**config.mk**
```make
export PLATFORM = sky130hd
export DESIGN_NAME = anacore_tap_sequencer
export DESIGN_NICKNAME = d
export VERILOG_FILES = /design/src/rtl/anacore_tap_sequencer.sv
export SDC_FILE = /design/constraint.sdc
export NUM_CORES = 1
export LEC_CHECK = 0
export CORE_MARGIN = 2
export CORE_UTILIZATION = 55
export CTS_CLUSTER_DIAMETER = 40
export DETAILED_ROUTE_END_ITERATION = 10
export GPL_ROUTABILITY_DRIVEN = 0
export PLACE_DENSITY_LB_ADDON = 0.25
export SLEW_MARGIN = 25
export SYNTH_ARGS = -nofsm -noshare
export SYNTH_HDL_FRONTEND = slang
export SYNTH_SLANG_ARGS = --single-unit
```
**constraint.sdc**
```tcl
create_clock -name clk_i -period 4.4 [get_ports clk_i]
set_input_delay 0.88 -clock clk_i [delete_from_list [all_inputs] [get_ports clk_i]]
set_output_delay 0.88 -clock clk_i [all_outputs]
set_load 0.03 [all_outputs]
```
**src/rtl/anacore_tap_sequencer.sv**
```systemverilog
// rtl/anacore_tap_sequencer.sv - break-before-make analog tap selector with dead and settle timing
// Connects the pad to at most one of NTAP taps; every output comes straight from a flop.
module anacore_tap_sequencer #(
  parameter int NTAP  = 8,
  parameter int CNT_W = 8,
  parameter int IDX_W = $clog2(NTAP + 1)
) (
  input  logic             clk_i,
  input  logic             rst_ni,
  input  logic             sel_valid_i,
  output logic             sel_ready_o,
  input  logic [IDX_W-1:0] sel_idx_i,
  input  logic [CNT_W-1:0] dead_cycles_i,
  input  logic [CNT_W-1:0] settle_cycles_i,
  output logic [NTAP-1:0]  sw_en_o,
  output logic [IDX_W-1:0] cur_idx_o,
  output logic             busy_o,
  output logic             settled_o,
  output logic             err_o
);

  localparam logic [IDX_W-1:0] OPEN_IDX = IDX_W'(NTAP);
  localparam logic [CNT_W-1:0] ONE      = CNT_W'(1);
  localparam logic [NTAP-1:0]  BIT0     = NTAP'(1);

  typedef enum logic [1:0] {S_OPEN, S_BREAK, S_MAKE, S_STABLE} state_e;

  state_e           state_q, state_d;
  logic [CNT_W-1:0] cnt_q, cnt_d;
  logic [CNT_W-1:0] settle_q, settle_d;
  logic [IDX_W-1:0] tgt_q, tgt_d;
  logic [NTAP-1:0]  sw_en_q, sw_en_d;
  logic [IDX_W-1:0] cur_idx_q, cur_idx_d;
  logic             busy_q, busy_d;
  logic             settled_q, settled_d;
  logic             ready_q, ready_d;
  logic             err_q, err_d;
  logic             accept, illegal, connected;

  always_comb begin
    state_d  = state_q;
    cnt_d    = cnt_q;
    settle_d = settle_q;
    tgt_d    = tgt_q;
    err_d    = 1'b0;
    accept   = sel_valid_i & ready_q;
    illegal  = sel_idx_i > OPEN_IDX;

    case (state_q)
      S_OPEN, S_STABLE: begin
        // In OPEN cur_idx is NTAP, so an "open all" request there is a no-op.
        if (accept) begin
          if (illegal) begin
            err_d = 1'b1;
          end else if (sel_idx_i != cur_idx_q) begin
            state_d  = S_BREAK;
            tgt_d    = sel_idx_i;
            settle_d = settle_cycles_i;
            cnt_d    = (dead_cycles_i == '0) ? ONE : dead_cycles_i;
          end
        end
      end
      S_BREAK: begin
        if (cnt_q == ONE) begin
          if (tgt_q == OPEN_IDX) begin
            state_d = S_OPEN;
          end else begin
            state_d = S_MAKE;
            cnt_d   = (settle_q == '0) ? ONE : settle_q;
          end
        end else begin
          cnt_d = cnt_q - ONE;
        end
      end
      S_MAKE: begin
        if (cnt_q == ONE) state_d = S_STABLE;
        else              cnt_d   = cnt_q - ONE;
      end
      default: state_d = S_OPEN;
    endcase

    connected = (state_d == S_MAKE) || (state_d == S_STABLE);
    sw_en_d   = connected ? (BIT0 << tgt_d) : '0;
    cur_idx_d = connected ? tgt_d : OPEN_IDX;
    busy_d    = (state_d == S_BREAK) || (state_d == S_MAKE);
    settled_d = (state_d == S_STABLE);
    ready_d   = ~busy_d;
  end

  always_ff @(posedge clk_i or negedge rst_ni) begin
    if (!rst_ni) begin
      state_q   <= S_OPEN;
      cnt_q     <= '0;
      settle_q  <= '0;
      tgt_q     <= OPEN_IDX;
      sw_en_q   <= '0;
      cur_idx_q <= OPEN_IDX;
      busy_q    <= 1'b0;
      settled_q <= 1'b0;
      ready_q   <= 1'b1;
      err_q     <= 1'b0;
    end else begin
      state_q   <= state_d;
      cnt_q     <= cnt_d;
      settle_q  <= settle_d;
      tgt_q     <= tgt_d;
      sw_en_q   <= sw_en_d;
      cur_idx_q <= cur_idx_d;
      busy_q    <= busy_d;
      settled_q <= settled_d;
      ready_q   <= ready_d;
      err_q     <= err_d;
    end
  end

  assign sw_en_o     = sw_en_q;
  assign cur_idx_o   = cur_idx_q;
  assign busy_o      = busy_q;
  assign settled_o   = settled_q;
  assign sel_ready_o = ready_q;
  assign err_o       = err_q;

endmodule
```
After elaboration in Yosys (flattened, before gate mapping) --
Index checks and enable logic that the tools add are counted.
Storage, ports and cells: register bits 38, input bits 23, word-level logic and storage cells 63, output and inout port bits 16
Cells by class: order comparisons 1, shifts and indexed selects 1, equality and inequality tests 14, bitwise logic cells 3, $add $sub $neg 1, reduce and logical (&&, ||, !) cells 8, multiplexer cells 25
Operators with widths (count):
- 8-bit 2-to-1 mux | 9
- 8-bit one-hot mux with 3 select lines | 1
- 4-bit 2-to-1 mux | 5
- 8-bit zero test | 2
- 2-bit 2-to-1 mux | 6
- 2-bit == test (second input constant) | 4
- 8-bit by 1-bit == test with 1-bit output (second input constant) | 1
- 2-bit inequality test (second input constant) | 4
- 1-bit by 4-bit << shifter with 8-bit output (first input constant) | 1
- 8-bit by 1-bit subtractor with 8-bit output (second input constant) | 1
- 2-bit one-hot mux with 3 select lines | 1
- 5-bit AND reduction | 1
- 2-bit by 1-bit == test with 1-bit output (second input constant) | 2
- 4-bit == test (second input constant) | 1
- 4-bit > comparator (second input constant) | 1
- 4-bit inequality test | 1
- 4-bit AND reduction | 1
- 1-bit 2-to-1 mux | 3
- 3-bit inequality test (second input constant) | 1
- 2-bit zero test | 1
- 1-bit logical OR | 2
- 1-bit inverter | 2
- 2-bit OR reduction | 1
- 1-bit bitwise AND | 1

Longest topological paths before layout --
word-level depth 8, depth in mapped cells 11

Worst setup path before layout --
Ideal clock, no wire load.
path type input to register, from input sel_idx_i[0], to register busy_q (netlist: busy_o), library setup time 0.131 ns, data required time 4.269 ns, setup slack 1.909 ns, arrival time 2.360 ns, cell stages on the path 8, path through xor2_1 > nor4_1 > nor3_1 > buf_2 > buf_2 > nor3_1 > a21oi_1 > ha_1
On the way: word-level cells in the longest chain between the ends 7, elaborated cells between the ends (all ways) 9, those cells by class order compare (1); eq/ne (3); mux (4); reduce/logical (1)
RTL lines:
- from (decl) | line 12 | input logic [IDX_W-1:0] sel_idx_i,
- parallel branches: the longest is 2 deep, another holds 4-bit > comparator
- 2-bit 2-to-1 mux * | line 53 | if (illegal) begin
- 2-bit 2-to-1 mux * | line 52 | if (accept) begin
- 2-bit one-hot mux with 3 select lines * | line 49 | case (state_q)
- net state_d[0] | line 28 | state_e state_q, state_d;
- 2-bit by 1-bit == test with 1-bit output / 2-bit == test (equally long branches) | line 85 | busy_d = (state_d == S_BREAK) || (state_d == S_MAKE);
- 1-bit logical OR * | line 85
- net busy_d | line 34 | logic busy_q, busy_d;
- to (signal assigned) | line 109 | busy_q <= busy_d;
- to (decl) | line 34
Mark *: on every way through the listed nets, which the timed path passes. A chain may end at the register's enable or synchronous reset.

Worst setup path after layout --
from input sel_idx_i[0], to register ready_q (netlist: sel_ready_o)
On the way: word-level cells in the longest chain between the ends 8, elaborated cells between the ends (all ways) 10, those cells by class order compare (1); eq/ne (3); mux (4); bitwise (1); reduce/logical (1)
RTL lines:
- parallel branches: the longest is 2 deep, another holds 4-bit > comparator
- 2-bit 2-to-1 mux * | line 53
- 2-bit 2-to-1 mux * | line 52
- 2-bit one-hot mux with 3 select lines * | line 49
- net state_d[1] | line 28
- 2-bit by 1-bit == test with 1-bit output / 2-bit == test (equally long branches) | line 85
- 1-bit logical OR * | line 85
- net busy_d | line 34
- 1-bit inverter * | line 87 | ready_d = ~busy_d;
- net ready_d | line 36 | logic ready_q, ready_d;
- to (signal assigned) | line 111 | ready_q <= ready_d;
- to (decl) | line 36
Marks and branches as above.

==> summary by stage <==
Timing
The number of hold violations in the final report is 0. For the finished layout, the period the worst path requires is 3040 ps. In this run the tightest slew margin relative to its limit is 51.5%.

The setup skew after layout is 4.29 ps. For the pin with the worst max-slew slack, the measured transition is 720 ps. Setup violations remaining at the end of the flow were counted as 0. Of the available clock period, the critical path in the final layout requires 69.2%. In the final timing run, aggregate negative setup slack is 0 ps. The achievable clock frequency is 328 MHz. The total count of max-transition violations in the final report is 0. Setup repair after global routing left no endpoint under its margin.

Clock network
The number of buffers on the longest clock path is 2. CTS placed an instance of sky130_fd_sc_hd__clkbuf_4 at the clock tree root. The H-tree generated during clock tree synthesis spans 2 levels. TritonCTS built the clock tree. In this run, post-CTS hold repair placed 0 buffers. TritonCTS created 5 clock buffers. The count of buffers added by post-CTS timing repair for setup is 0. For this design, the sink count on the clock tree is 38. Clock-pin slew was measured on the worst setup and hold paths at 110 ps. After clock tree synthesis, the repair step resized 0 gates. At the later pin of the worst-skew pair, clock insertion delay measures 350 ps.

Floorplanning
For this design the top-level I/O count stands at 39. The floorplan step defined a die boundary enclosing 4130 um2. For this configuration, the core starts out at a cell density of 58.4%. After floorplanning, the core was sized to cover 3420 um2. Measured along the y axis, the die boundary spans 64.2 um. The floorplan has 21 rows. The die is 64.2 um wide.

Synth
The number of distinct standard cells referenced by the synthesized netlist is 38. Yosys mapped a number of flops with a built-in enable equal to 0. Counting every net in the synthesized netlist gives 216. Counting every instance in the synthesized netlist gives 188.

The sequential-to-total area share from yosys stat is 47.8%. Yosys instantiated no cell more often than sky130_fd_sc_hd__dfrtp_1. The netlist area before placement is 2000 um2.

The flip-flop cell with the highest count after synthesis is sky130_fd_sc_hd__dfrtp_1. The Yosys step of the flow raised 0 warnings. The async set-reset flop share out of synthesis is 100%. The number of storage elements in the synthesis netlist is 38. The mean area per synthesized cell is 10.6 um2. The cell type with the highest aggregate area in the netlist is sky130_fd_sc_hd__dfrtp_1. Yosys attributes the largest share of cell area to sky130_fd_sc_hd__dfrtp_1 (44%), sky130_fd_sc_hd__mux2_2 (7.3%), sky130_fd_sc_hd__dfstp_2 (3.9%), sky130_fd_sc_hd__ha_1 (3.1%), sky130_fd_sc_hd__nor4b_1 (3.1%). Of the post-synthesis cell area, the dominant cell type holds 43.9%.

By count the netlist is led by sky130_fd_sc_hd__dfrtp_1 (35), sky130_fd_sc_hd__nor2_1 (14), sky130_fd_sc_hd__mux2_2 (13), sky130_fd_sc_hd__nor3_1 (11), sky130_fd_sc_hd__inv_1 (10).

Worst setup path
The slowest cell on the critical path is sky130_fd_sc_hd__or3b_1. The worst setup path is launched from an input port. The critical path data arrival time is 3340 ps.

The most repeated library cell on the critical path is sky130_fd_sc_hd__inv_1. The worst setup path is of the input port to register kind. The signal on the critical path passes through clkdlybuf4s50_1, xor2_1, nor4_1, nor3_2, buf_4, or3b_1, inv_1, ha_1, inv_1.

For this run, the slowest stage of the critical path takes 510 ps. Along the worst path, the maximum fanout reaches 21. The required time at the worst-slack endpoint is 4700 ps. The worst setup path is captured at a register.

Worst hold path
The class of the worst hold path is register to register.

Run
The max-cap violation count is 0.

Routing
The routed design has 4.71 mm of wire. Before antenna repair, the detailed router went through 4 iterations. The number of DRC markers in iteration 0 is 138. The overall via count from detail_route is 1690. The count of nets left with antenna violations once routing finished came out at 0. In the routed layout, each cell is associated on average with a via count of 6.15. In the routed design, unresolved DRC markers number 0. After detailed routing, the average wire length per cell comes to 17.1 um.

Status
The run finished with clean final reports.

Power and ir drop
The power per unit of standard cell area is 664 nW/um2. The leakage dissipation is 1.04 nW. VDD sags by at most 0.451 mV.

Layout
The net count of the finished layout is 256. The fraction of final layout cells with drive strength greater than 1 is 14.0%. The repair_antennas step left the layout with diodes totalling 0. The final non-filler cell total is 275. The filler cells instantiated in the layout total 269. The area added between synthesis and finish is 25.2%.

GRT
The global router's overall resource usage is 24.5%. The number of global-route vias before repair is 1592. The number of antenna violations at the first check in global routing came to 0. The maximum number of pins on one net before global-route repair is 39. The total overflow left after global routing is 0. The global-route wire length before repair is 7.78 mm.

Placed design
The number of buffers inserted by port buffering is 38. The post-detailed-placement half-perimeter wirelength is 3.46 mm. The instance count after placement with tap cells included is 267.
layout by cell type (no fill, tap or decap), drive strengths merged, types with 2 or more instances in the layout:
master and instances:
nand2 10, a21oi 6, and3 3, o31ai 8
mux2i 2, nor4b 8, and2b 2, nor3b 4
xor2 4, dfrtp 35, a31oi 2, clkdlybuf4s50 38
nor4 6, nand3 4, nand4 3, a221oi 3
clkbuf 6, ha 5, buf 2, inv 10
nor2b 6, o31a 2, o21ai 7, or2 2
nor3 12, dfstp 3, nor2 14, a211oi 2
mux2 13
through the flow:
step                      area (um2)  util (%)  setup WS [ps]  hold WS [ps]  power, mW
after CTS                       2500      73.2           1380           541       1.65
after global placement          2420      70.8           1200           507       1.37
after detailed placement        2420      70.8            998           515       1.41
after floorplan                 2000         -           1910           482       1.19
final                           2500      73.2           1360           538       1.66
after global routing            2500      73.2           1200           564       1.77
per-layer routing:
| layer | routed length [um] | vias up | track usage (%) |
|---|---|---|---|
| met5 | 0 | - | 0 |
| met4 | 68 | 0 | 6.65 |
| met3 | 329 | 7 | 6.16 |
| met2 | 2400 | 76 | 41.9 |
| met1 | 1910 | 834 | 31.0 |
| li1 | - | 773 | - |
cell type report:
type	instances	area, um2	share of cell area [%]
Sequential cell	38	955	38.2
Timing Repair Buffer	40	395	15.8
Tap cell	46	57.6	2.30
Inverter	10	37.5	1.50
Clock inverter	2	37.5	1.50
Multi-Input combinational cell	133	975	39.0
Clock buffer	6	41.3	1.65
registers in the layout (all words and copies together) (netlist names):
register / flops
sel_ready_o: 1
busy_o: 1
cur_idx_o: 4
err_o: 1
state_q: 2
settled_o: 1
tgt_q: 4
cnt_q: 8
sw_en_o: 8
settle_q: 8
cell families after synthesis:
kind of cell | after synthesis | synth area share, %
mux | 15 | 8.34
xor+xnor | 4 | 1.76
buf+inv | 17 | 3.57
simple gates | 75 | 23.1
flops | 38 | 47.8
compound gates | 34 | 12.2
fa+ha+maj | 5 | 3.13
power breakdown:
part	internal (mW)	total, mW	switching [mW]
logic	0.338	0.806	0.468
clock network	0.120	0.234	0.114
registers	0.484	0.618	0.135
total	0.942	1.66	0.717
worst max-delay path, delay by kind of cell:
family                     cells  cell delay [ps]
buffers and inverters          4              910
adders and majority gates      1              250
xor gates and xnor gates       1              200
and+or+nand+nor                3             1090
final timing paths:
path	startpoint	end	slack [ps]	cells past startpoint
worst max-delay path	sel_idx_i[0]	sel_ready_o$_DFF_PN1_	1360	9
worst min-delay path	settle_q[0]$_DFFE_PN0P_	settle_q[0]$_DFFE_PN0P_	540	1
worst max register to register	state_q[0]$_DFF_PN0_	sel_ready_o$_DFF_PN1_	1620	9
worst min register to register	settle_q[0]$_DFFE_PN0P_	settle_q[0]$_DFFE_PN0P_	540	1
max in group asynchronous	rst_ni	cur_idx_o[3]$_DFF_PN1_	3100	2
min in group asynchronous	rst_ni	state_q[1]$_DFF_PN0_	940	2
(Power assumes the default switching activity.)
